## config.mk

```make
export PLATFORM = sky130hd
export DESIGN_NAME = keypad_key_history
export DESIGN_NICKNAME = d
export VERILOG_FILES = /design/src/rtl/keypad_key_history.sv
export SDC_FILE = /design/constraint.sdc
export NUM_CORES = 1
export LEC_CHECK = 0
export ABC_AREA = 1
export BUFFER_PORTS_ARGS = -buffer_cell sky130_fd_sc_hd__buf_4
export CAP_MARGIN = 20
export CORE_ASPECT_RATIO = 0.75
export CORE_MARGIN = 2
export CORE_UTILIZATION = 65
export CTS_BUF_LIST = sky130_fd_sc_hd__clkbuf_4 sky130_fd_sc_hd__clkbuf_8
export DETAILED_ROUTE_END_ITERATION = 6
export GPL_ROUTABILITY_DRIVEN = 0
export PLACE_DENSITY = 0.89
export SLEW_MARGIN = 25
export SYNTH_ARGS = -nofsm -noshare
export SYNTH_HDL_FRONTEND = slang
export SYNTH_SLANG_ARGS = --single-unit
```

## constraint.sdc

```tcl
create_clock -name clk -period 3.13 [get_ports clk]
set_input_delay 0.4695 -clock clk [delete_from_list [all_inputs] [get_ports clk]]
set_output_delay 0.4695 -clock clk [all_outputs]
set_load 0.03 [all_outputs]
```

## src/rtl/keypad_key_history.sv

```systemverilog
`default_nettype none
// ============================================================================
//  Module      : keypad_key_history
//  Description : Debounces the keypad scanner's key-valid/code pair and
//                commits one code per physical press into a two-digit
//                history (newest, previous). The newest digit is fed back
//                to the scanner as prev_num.
//  Revision    : 1.0 - initial release
// ============================================================================
module keypad_key_history #(
  parameter int DEBOUNCE_CYCLES = 50000
) (
  input  logic       clk,
  input  logic       nrst,
  input  logic       key_valid,
  input  logic [3:0] key_pressed,
  output logic [3:0] digit_new,
  output logic [3:0] digit_old,
  output logic [3:0] prev_num,
  output logic       new_key,
  output logic       key_held
);

  localparam int            CW     = $clog2(DEBOUNCE_CYCLES + 1);
  localparam logic [CW-1:0] C_ONE  = CW'(1);
  localparam logic [CW-1:0] C_LAST = CW'(DEBOUNCE_CYCLES - 1);

  localparam logic [1:0] S_IDLE     = 2'd0;
  localparam logic [1:0] S_DEBOUNCE = 2'd1;
  localparam logic [1:0] S_HELD     = 2'd2;
  localparam logic [1:0] S_RELEASE  = 2'd3;

  logic [1:0]    state_q, state_d;
  logic [3:0]    cand_q, cand_d;
  logic [CW-1:0] cnt_q, cnt_d;
  logic [3:0]    digit_new_q, digit_new_d;
  logic [3:0]    digit_old_q, digit_old_d;
  logic          new_key_q, new_key_d;
  logic          commit;

  // State, candidate and debounce counter registers
  always_ff @(posedge clk or negedge nrst) begin
    if (!nrst) begin
      state_q <= S_IDLE;
      cand_q  <= 4'd0;
      cnt_q   <= '0;
    end else begin
      state_q <= state_d;
      cand_q  <= cand_d;
      cnt_q   <= cnt_d;
    end
  end

  // Next-state logic: press/release debouncing and commit decision
  always_comb begin
    state_d = state_q;
    cand_d  = cand_q;
    cnt_d   = cnt_q;
    commit  = 1'b0;
    case (state_q)
      S_IDLE: begin
        if (key_valid) begin
          cand_d  = key_pressed;
          cnt_d   = C_ONE;
          state_d = S_DEBOUNCE;
        end
      end
      S_DEBOUNCE: begin
        if (!key_valid) begin
          state_d = S_IDLE;
        end else if (key_pressed != cand_q) begin
          // A different code restarts the qualification window
          cand_d = key_pressed;
          cnt_d  = C_ONE;
        end else if (cnt_q < C_LAST) begin
          cnt_d = cnt_q + C_ONE;
        end else begin
          commit  = 1'b1;
          state_d = S_HELD;
        end
      end
      S_HELD: begin
        // Code changes while held are ignored: one key per press
        if (!key_valid) begin
          cnt_d   = C_ONE;
          state_d = S_RELEASE;
        end
      end
      S_RELEASE: begin
        if (key_valid) begin
          state_d = S_HELD;
        end else if (cnt_q < C_LAST) begin
          cnt_d = cnt_q + C_ONE;
        end else begin
          state_d = S_IDLE;
        end
      end
      default: begin
        state_d = S_IDLE;
      end
    endcase
  end

  // History shift and commit pulse
  always_comb begin
    digit_new_d = digit_new_q;
    digit_old_d = digit_old_q;
    new_key_d   = commit;
    if (commit) begin
      digit_old_d = digit_new_q;
      digit_new_d = cand_q;
    end
  end

  // History and pulse registers
  always_ff @(posedge clk or negedge nrst) begin
    if (!nrst) begin
      digit_new_q <= 4'd0;
      digit_old_q <= 4'd0;
      new_key_q   <= 1'b0;
    end else begin
      digit_new_q <= digit_new_d;
      digit_old_q <= digit_old_d;
      new_key_q   <= new_key_d;
    end
  end

  // Output decode: held flag from state, history straight from registers
  always_comb begin
    key_held  = (state_q == S_HELD) || (state_q == S_RELEASE);
    digit_new = digit_new_q;
    digit_old = digit_old_q;
    prev_num  = digit_new_q;
    new_key   = new_key_q;
  end

endmodule
`default_nettype wire

```

## Word level (Yosys, flattened, before mapping)

Index checks and enable logic that the tools add are counted.

| operators by class | value |
|---|---|
| $lt $le $gt $ge | 1 |
| muxes and demuxes | 23 |
| reduce and logical (&&, ||, !) cells | 6 |
| add/subtract/negate cells | 1 |
| equal/unequal tests | 12 |

Operator list:

| cell | count |
|---|---|
| 16-bit 2-to-1 mux | 6 |
| 16-bit one-hot mux with 4 select lines | 1 |
| 16-bit by 1-bit adder with 16-bit output (second input constant) | 1 |
| 16-bit < comparator (second input constant) | 1 |
| 2-bit 2-to-1 mux | 7 |
| 4-bit 2-to-1 mux | 3 |
| 2-bit inequality test (second input constant) | 5 |
| 3-bit inequality test (second input constant) | 3 |
| 2-bit one-hot mux with 4 select lines | 1 |
| 4-bit one-hot mux with 2 select lines | 1 |
| 4-bit AND reduction | 2 |
| 5-bit AND reduction | 1 |
| 2-bit equality test (second input constant) | 2 |
| 1-bit 2-to-1 mux | 4 |
| 4-bit inequality test | 1 |
| 2-bit by 1-bit equality test with 1-bit output (second input constant) | 1 |
| 2-bit zero test | 1 |
| 2-bit nonzero test | 1 |
| 1-bit logical OR | 1 |

| word-level totals | value |
|---|---|
| bits of input ports | 7 |
| register bits after elaboration | 31 |
| word-level logic and storage cells | 49 |
| output and inout bits | 14 |

## Longest topological paths before layout

Gate-level depths: netlist of the first run.

| depth | value |
|---|---|
| depth in word-level cells | 5 |
| gate-level depth with buffers | 12 |
| mapped depth without buffers | 11 |

## Worst setup path after synthesis of the first run

Ideal clock, no wire load.

| timing | value |
|---|---|
| kind | reg2reg |
| start | register cnt_q[0] |
| end | register digit_new_q[2], in the netlist digit_new[2] |
| stages on the path, launching flop included | 12 |
| arrival | 1459 ps |
| period minus slack after synthesis | 1533 ps |
| path slack | 1597 ps |
| path buffers | 1 |
| cell sequence | dfrtp_1 > ha_1 > nand3_1 > nand3_1 > nand2_2 > nand2_1 > nand2_2 > clkinv_2 > nand2_4 > buf_6 > nand2_1 > o21ai_2 |

| on the way | value |
|---|---|
| word-level cells in the longest chain between the ends | 5 |

RTL lines:

| element | RTL line | source |
|---|---|---|
| start, declared | 35 | `logic [CW-1:0] cnt_q, cnt_d;` |
| start signal, assigned | 50 | `cnt_q <= cnt_d;` |
| 16-bit < comparator | 75 | `end else if (cnt_q < C_LAST) begin` |
| 1-bit 2-to-1 mux | 75 |  |
| 1-bit 2-to-1 mux | 71 | `end else if (key_pressed != cand_q) begin` |
| 1-bit 2-to-1 mux | 69 | `if (!key_valid) begin` |
| 1-bit 2-to-1 mux | 60 | `case (state_q)` |
| end signal, assigned | 122 | `digit_new_q <= digit_new_d;` |
| end, declared | 36 | `logic [3:0] digit_new_q, digit_new_d;` |

No other way between the ends.
A chain may end at the register's enable or synchronous reset.

## Final worst setup path of the first run

| timing | value |
|---|---|
| start | register cnt_q[0] |
| end | register digit_old_q[2], in the netlist digit_old[2] |

| on the way | value |
|---|---|
| word-level cells in the longest chain between the ends | 5 |

RTL lines:

| element | RTL line | source |
|---|---|---|
| 16-bit < comparator | 75 |  |
| 1-bit 2-to-1 mux | 75 |  |
| 1-bit 2-to-1 mux | 71 |  |
| 1-bit 2-to-1 mux | 69 |  |
| 1-bit 2-to-1 mux | 60 |  |
| end signal, assigned | 123 | `digit_old_q <= digit_old_d;` |
| end, declared | 37 | `logic [3:0] digit_old_q, digit_old_d;` |

No other way between the ends.

==> results of run 1 <==
## final cells by class
cell class                 count  area (um2)  share of cell area
multi-input combinational    187         846               0.403
sequential                    31         776               0.369
inverter                      44         166              0.0792
timing repair buffer          20         150              0.0715
clock buffer                   6        82.6              0.0393
tap                           36        45.0              0.0214
clock inverter                 2        35.0              0.0167
## logic make-up (layout without fill, tap and decap cells)
kind of cell | after synthesis | after routing
AND/OR/NAND/NOR | 167 | 167
buffers and inverters | 54 | 72
flip-flops | 31 | 31
AO/OA/AOI/OAI | 19 | 19
adder cells (fa/ha/maj) | 1 | 1
## flip-flops by register name, indices dropped and copies added (netlist names), named ones only
name       cells
digit_old      4
new_key        1
state_q        1
digit_new      4
cand_q         4
cnt_q         16
## power groups by stage
stage / Combinational (mW) / Sequential [mW] / Clock, mW
global route: 0.441 / 0.522 / 0.433
detailed placement: 0.372 / 0.518 / 0
finish: 0.380 / 0.515 / 0.407
floorplan: 0.299 / 0.504 / 0
CTS: 0.378 / 0.513 / 0.411
global placement: 0.358 / 0.516 / 0
## path summary, 6_finish.rpt
kind,depth (start not counted),startpoint,endpoint,slack (ps)
setup / recovery,10,cnt_q[0]$_DFFE_PN0P_,digit_old[2]$_DFFE_PN0P_,1130
hold / removal,1,nrst,cand_q[3]$_DFFE_PN0P_,110
setup reg to reg,10,cnt_q[0]$_DFFE_PN0P_,digit_old[2]$_DFFE_PN0P_,1130
hold reg to reg,2,digit_old[0]$_DFFE_PN0P_,digit_old[0]$_DFFE_PN0P_,480
max in group asynchronous,1,nrst,digit_new[0]$_DFFE_PN0P_,2740
min in group clk,3,key_valid,register,460
## metrics by stage
stage	std cells	instance area [um2]	power (mW)	util	hold WS [ps]
after detailed placement	318	1980	0.891	0.745	422
final	326	2100	1.30	0.789	105
after global placement	318	1980	0.875	0.745	420
after global routing	326	2100	1.40	0.789	135
after floorplan	272	1860	0.803	-	174
after CTS	326	2100	1.30	0.789	119
## cells in the final DEF, fill, tap and decap left out
master	netlist	routed
sky130_fd_sc_hd__a21boi_2	1	1
sky130_fd_sc_hd__a21oi_1	5	5
sky130_fd_sc_hd__buf_4	6	20
sky130_fd_sc_hd__bufinv_16	0	1
sky130_fd_sc_hd__clkbuf_8	0	6
sky130_fd_sc_hd__clkinv_2	1	2
sky130_fd_sc_hd__dfrtp_1	31	31
sky130_fd_sc_hd__ha_1	1	1
sky130_fd_sc_hd__inv_1	41	41
sky130_fd_sc_hd__inv_2	2	2
sky130_fd_sc_hd__nand2_1	94	94
sky130_fd_sc_hd__nand2_2	2	2
sky130_fd_sc_hd__nand2_4	1	1
sky130_fd_sc_hd__nand3_1	17	17
sky130_fd_sc_hd__nand3_4	1	1
sky130_fd_sc_hd__nand4_1	11	11
sky130_fd_sc_hd__nor2_1	35	35
sky130_fd_sc_hd__nor2_4	1	1
sky130_fd_sc_hd__nor3_1	4	4
sky130_fd_sc_hd__o21ai_0	9	9
sky130_fd_sc_hd__o21ai_2	4	4
sky130_fd_sc_hd__or2_1	1	1
## metal layers
layer,vias to the layer above,GRT usage,part of all wire
li1,870,-,-
met1,787,0.434,0.48
met2,70,0.379,0.43
met3,7,0.0740,0.080
met4,0,0.0625,0.0098
met5,-,0,0
==> impl_summary.log, run 1 <==
[metrics] fill cell total of the finished layout: between 200 and 250
[metrics] Clock Latency Late Sink: between 200 and 300 ps
[metrics] aggregate global-route resource usage: 0.277
[metrics] crit start category: register
[metrics] worst setup slack after layout: roughly 1100 ps
[metrics] asr flop ratio synth: 1.00
[metrics] Final TNS setup: 0 ps
[metrics] DP HPWL: 2.92 mm
[metrics] CTS root buf: sky130_fd_sc_hd__clkbuf_8
[metrics] number of search-and-repair iterations in the first detailed-routing pass: 4
[metrics] main combinational cell family by area after synthesis: simple AND/OR/NAND/NOR gates
[metrics] share of synthesized cell area in full adder, half adder and majority cells: 0.00671
[metrics] First DRT Iteration DRCs: 220
[metrics] via count of the first global-routing pass: roughly 1500
[metrics] post-layout min period: between 2000 and 2500 ps
[metrics] mean routed wirelength per cell: around 12 um
[metrics] Clk network pwr share: 0.313
[metrics] number of hold buffers added after CTS: 0
[metrics] Worst IR Drop VDD: between 400 and 500 uV
[metrics] area of the core: 2660 um2
[metrics] proportion of netlist area held by the largest area contributor: 0.416
[metrics] Critical path buffers and inverters: 1
[metrics] cell family with the largest share of critical-path delay: simple AND/OR/NAND/NOR gates
[metrics] number of max-capacitance violations reported: 0
[metrics] count of buffers added by post-CTS timing repair for setup: 0
[metrics] largest net degree at the start of global routing: 32
[metrics] number of antenna violations at the first check in global routing: 0
[metrics] cell taking the most area after synthesis: sky130_fd_sc_hd__dfrtp_1
[metrics] post-placement worst setup slack: roughly 1100 ps
[metrics] leading cell type by number of instances after synthesis: sky130_fd_sc_hd__nand2_1
[metrics] proportion of layout cells with a drive suffix above 1: 0.141
[metrics] share of the yosys chip area belonging to registers: 0.416
[metrics] count of flip-flops with a built-in enable after synthesis: 0
[metrics] delay of the slowest critical-path stage: roughly 410 ps
[metrics] data arrival time of the worst path: 2230 ps
[metrics] Compound-Gate Fraction of Synth Area: 0.0624
[metrics] drt total wl: ~4 mm
[metrics] leakage component of the power: 1.17 nW
[metrics] setup repair after global routing missed its margin: false
[metrics] final slew viol count: 0
[metrics] total of cells resized after clock tree synthesis: 0
[metrics] result of the run: complete, no violations
[metrics] Setup Crit Path Kind: register to register
[metrics] sw frac: 0.364
[metrics] fraction of the mapped netlist area in simple logic gates: 0.385
[metrics] total number of H-tree levels: 2
[metrics] Ports: 21
[metrics] final antenna-violating net count: 0
[metrics] count of buffers from port buffering: 20
[metrics] post-CTS clock slew at the launch and capture registers of the worst setup and hold paths: around 70 ps
[metrics] worst setup skew after layout: between 2 and 3 ps
[metrics] number of sinks driven by the clock tree: 31
[metrics] CTS tree: built
[metrics] Core Rows: 16
[metrics] dominant synthesized flop cell: sky130_fd_sc_hd__dfrtp_1
[metrics] warnings from Yosys: 0
[metrics] number of nets in the layout: around 300
[metrics] list of cells traversed by the critical path: ha_1 > nand3_1 > nand3_1 > nand2_2 > nand2_1 > nand2_2 > clkinv_2 > nand2_4 > nand2_1 > nand2_1
[metrics] internal cell power: 0.828 mW
[metrics] die extent in y: approximately 50 um
[metrics] global route overflow: 0
[metrics] Worst Path Required: 3350 ps
[metrics] total DRC errors in the routed layout: 0
[metrics] fraction of synthesized area in multiplexers: 0
[metrics] number of hold-slack violations in the final timing report: 0
[metrics] global-route wire length before repair: roughly 6.8 mm
[metrics] power density normalized to cell area: around 620 nW/um2
[metrics] Yosys cell types: 23
[metrics] number of nets produced by synthesis: 280
[metrics] Gate power share: 0.292
[metrics] routed vias/inst: around 5.3
[metrics] final clock period utilization by the worst path: 0.640
[metrics] mean post-synth cell area: 6.85 um2
[metrics] transition time at the pin with the least slew margin: slightly below 500 ps
[metrics] Mapped Area: between 1500 and 2000 um2
[metrics] Area growth, synth to finish: 12.7%
[metrics] worst rel slew slack: 0.669
[metrics] upper clock frequency limit: around 500 MHz
[metrics] share of power burned in registers: 0.396
[metrics] final setup violation count: 0
[metrics] number of standard cells after synthesis: approximately 270
[metrics] NetSw: about 0.47 mW
[metrics] biggest fanout along the worst timing path: 13
[metrics] cell repeated most along the worst path: sky130_fd_sc_hd__nand2_1
[metrics] class of the tightest hold or removal check: primary input to asynchronous set/reset pin
[metrics] cell with the largest stage delay on the worst path: sky130_fd_sc_hd__dfrtp_1
[metrics] share of the synthesized netlist area taken by xor and xnor gates: 0
[metrics] effective utilization at floorplan: 0.700
[metrics] number of storage elements in the synthesis netlist: 31
[metrics] endpoint kind of the worst setup timing path: register
[metrics] Die ar.: ~3300 um2
[metrics] antenna diode instance count: 0
[metrics] top cells by area, synth: sky130_fd_sc_hd__dfrtp_1 (42%), sky130_fd_sc_hd__nand2_1 (19%), sky130_fd_sc_hd__inv_1 (8.3%)
[metrics] TritonCTS Buffers: 5
[metrics] die width: ~66 um
[metrics] maximum count of clock buffers along a single path: 2
[metrics] vias post-DR: around 1700
[metrics] top post-synthesis cells by count: sky130_fd_sc_hd__nand2_1 (94), sky130_fd_sc_hd__inv_1 (41), sky130_fd_sc_hd__nor2_1 (35)
Power figures use the tool's default switching activity.
==> run 2, diff against run 1 <==
Settings changed: CORE_UTILIZATION 65 to 54, PLACE_DENSITY 0.89 to 0.79.
Clock period 3.13 ns to 1.81 ns, I/O delays scaled along.
==> impl_summary.log, run 2 (same netlist as run 1, synthesis figures left out) <==
[metrics] fill cell total of the finished layout: between 300 and 400
[metrics] upper clock frequency limit: approximately 600 MHz
[metrics] transition time at the pin with the least slew margin: between 500 and 600 ps
[metrics] First DRT Iteration DRCs: between 100 and 150
[metrics] number of sinks driven by the clock tree: 31
[metrics] largest net degree at the start of global routing: 32
[metrics] aggregate global-route resource usage: 0.228
[metrics] commonest non-fill, non-tap cells in the layout: sky130_fd_sc_hd__nand2_1 (94), sky130_fd_sc_hd__inv_1 (41), sky130_fd_sc_hd__nor2_1 (35)
[metrics] number of flip-flops in the largest register: 16
[metrics] final slew viol count: 0
[metrics] number of search-and-repair iterations in the first detailed-routing pass: 4
[metrics] count of buffers from port buffering: 20
[metrics] crit start category: register
[metrics] routed vias/inst: 4.96
[metrics] leakage component of the power: ~1.2 nW
[metrics] vias post-DR: ~1700
[metrics] class of the tightest hold or removal check: primary input to register
[metrics] Ports: 21
[metrics] data arrival time of the worst path: ~1900 ps
[metrics] number of nets in the layout: 302
[metrics] die width: a little over 70 um
[metrics] global route overflow: 0
[metrics] CTS root buf: sky130_fd_sc_hd__clkbuf_8
[metrics] Die ar.: around 4000 um2
[metrics] total DRC errors in the routed layout: 0
[metrics] proportion of layout cells with a drive suffix above 1: 0.153
[metrics] Worst IR Drop VDD: between 700 and 800 uV
[metrics] number of hold-slack violations in the final timing report: 0
[metrics] Placed Instances: approximately 330
[metrics] endpoint kind of the worst setup timing path: register
[metrics] post-placement worst setup slack: ~110 ps
[metrics] CTS tree: built
[metrics] via count of the first global-routing pass: 1463
[metrics] Area growth, synth to finish: 14.4%
[metrics] post-route non-filler standard cell count: around 330
[metrics] DP HPWL: about 2.8 mm
[metrics] count of buffers added by post-CTS timing repair for setup: 0
[metrics] most frequent standard cell in the layout excluding fill and tap cells: sky130_fd_sc_hd__nand2_1
[metrics] Clock Latency Late Sink: between 200 and 300 ps
[metrics] number of antenna violations at the first check in global routing: 0
[metrics] cell with the largest stage delay on the worst path: sky130_fd_sc_hd__dfrtp_1
[metrics] effective utilization at floorplan: 0.567
[metrics] number of max-capacitance violations reported: 0
[metrics] TritonCTS Buffers: 5
[metrics] biggest fanout along the worst timing path: 13
[metrics] total number of H-tree levels: 2
[metrics] Worst Path Required: a little over 2000 ps
[metrics] Core Rows: 18
[metrics] area of the core: about 3300 um2
[metrics] drt total wl: between 3 and 4 mm
[metrics] Final TNS setup: 0 ps
[metrics] mean routed wirelength per cell: 11.4 um
[metrics] worst rel slew slack: 0.601
[metrics] register ranked first by flip-flop count: cnt_q
[metrics] worst setup skew after layout: about 5.5 ps
[metrics] post-layout min period: roughly 1700 ps
[metrics] antenna diode instance count: 0
[metrics] global-route wire length before repair: approximately 6.7 mm
[metrics] final setup violation count: 0
[metrics] Setup Crit Path Kind: register to register
[metrics] delay of the slowest critical-path stage: roughly 400 ps
[metrics] result of the run: complete, no violations
[metrics] die extent in y: 54.9 um
[metrics] maximum count of clock buffers along a single path: 2
[metrics] setup repair after global routing missed its margin: false
[metrics] power density normalized to cell area: 999 nW/um2
[metrics] worst setup slack after layout: roughly 150 ps
[metrics] post-CTS clock slew at the launch and capture registers of the worst setup and hold paths: roughly 60 ps
[metrics] final clock period utilization by the worst path: 0.915
[metrics] list of cells traversed by the critical path: ha_1 > nand3_1 > nand3_2 > nand2_2 > nand2_1 > nand2_2 > clkinv_2 > nand2_8 > nand2_1 > o21ai_2
[metrics] final antenna-violating net count: 0
==> run 2: cell types whose count changed in the layout (fill, tap and decap cells not counted) <==
cell / previous run / this run
sky130_fd_sc_hd__buf_4: 20 / 24
sky130_fd_sc_hd__bufinv_16: 1 / 0
sky130_fd_sc_hd__dlygate4sd3_1: 0 / 1
sky130_fd_sc_hd__inv_2: 2 / 1
sky130_fd_sc_hd__inv_4: 0 / 1
sky130_fd_sc_hd__nand2_4: 1 / 0
sky130_fd_sc_hd__nand2_8: 0 / 1
sky130_fd_sc_hd__nand3_1: 17 / 16
sky130_fd_sc_hd__nand3_2: 0 / 1
==> run 2: worst max-delay path: cells and delay by family (launching register included) <==
kind,cells,cell delay (ps)
compound gates,1,50
buf+inv,1,120
simple gates,7,770
flops,1,410
fa+ha+maj,1,230
==> run 2: repair_timing <==
item	CTS	global route
endpoints found under the hold margin	31	0
resized for setup	0	3
endpoints found under the setup margin	0	10
hold buffers	1	0
==> run 2: worst paths after layout <==
path                                               start                        to  slack, ps  depth (start not counted)
worst max-delay path                cnt_q[0]$_DFFE_PN0P_  digit_new[3]$_DFFE_PN0P_        150                         10
worst min-delay path                           key_valid                  register        270                          3
worst max register to register      cnt_q[0]$_DFFE_PN0P_  digit_new[3]$_DFFE_PN0P_        150                         10
worst min register to register  digit_old[3]$_DFFE_PN0P_  digit_old[3]$_DFFE_PN0P_        470                          2
max in group asynchronous                           nrst  digit_old[1]$_DFFE_PN0P_       1070                          2
min in group asynchronous                           nrst     cnt_q[11]$_DFFE_PN0P_        450                          2
==> run 2: metal layers <==
metal	vias to the layer above	wire (um)	GRT usage
met5	-	0	0
met1	736	2010	0.332
met4	0	59	0.0723
li1	877	-	-
met3	6	220	0.0810
met2	36	1530	0.313
==> run 2: layout make-up <==
| cell class | count | area [um2] | share of cell area |
|---|---|---|---|
| inverter | 44 | 169 | 0.0792 |
| timing repair buffer | 25 | 190 | 0.0892 |
| multi-input combinational | 187 | 860 | 0.403 |
| sequential | 31 | 776 | 0.364 |
| clock buffer | 6 | 82.6 | 0.0387 |
| tap | 40 | 50.0 | 0.0235 |
| clock inverter | 1 | 5.00 | 0.00235 |
==> run 2: power by group <==
| group | switching, mW | internal [mW] | total (mW) |
|---|---|---|---|
| combinational | 0.467 | 0.224 | 0.691 |
| clock | 0.256 | 0.298 | 0.553 |
| sequential | 0.0930 | 0.793 | 0.886 |
| total | 0.816 | 1.31 | 2.13 |
==> run 2: metrics by stage <==
stage	area [um2]	utilization	power, mW	hold WS (ps)
floorplan	1860	-	1.39	-24.1
global placement	2020	0.614	1.55	226
detailed placement	2020	0.614	1.57	228
CTS	2120	0.643	2.14	264
global route	2130	0.648	2.30	291
finish	2130	0.648	2.13	274
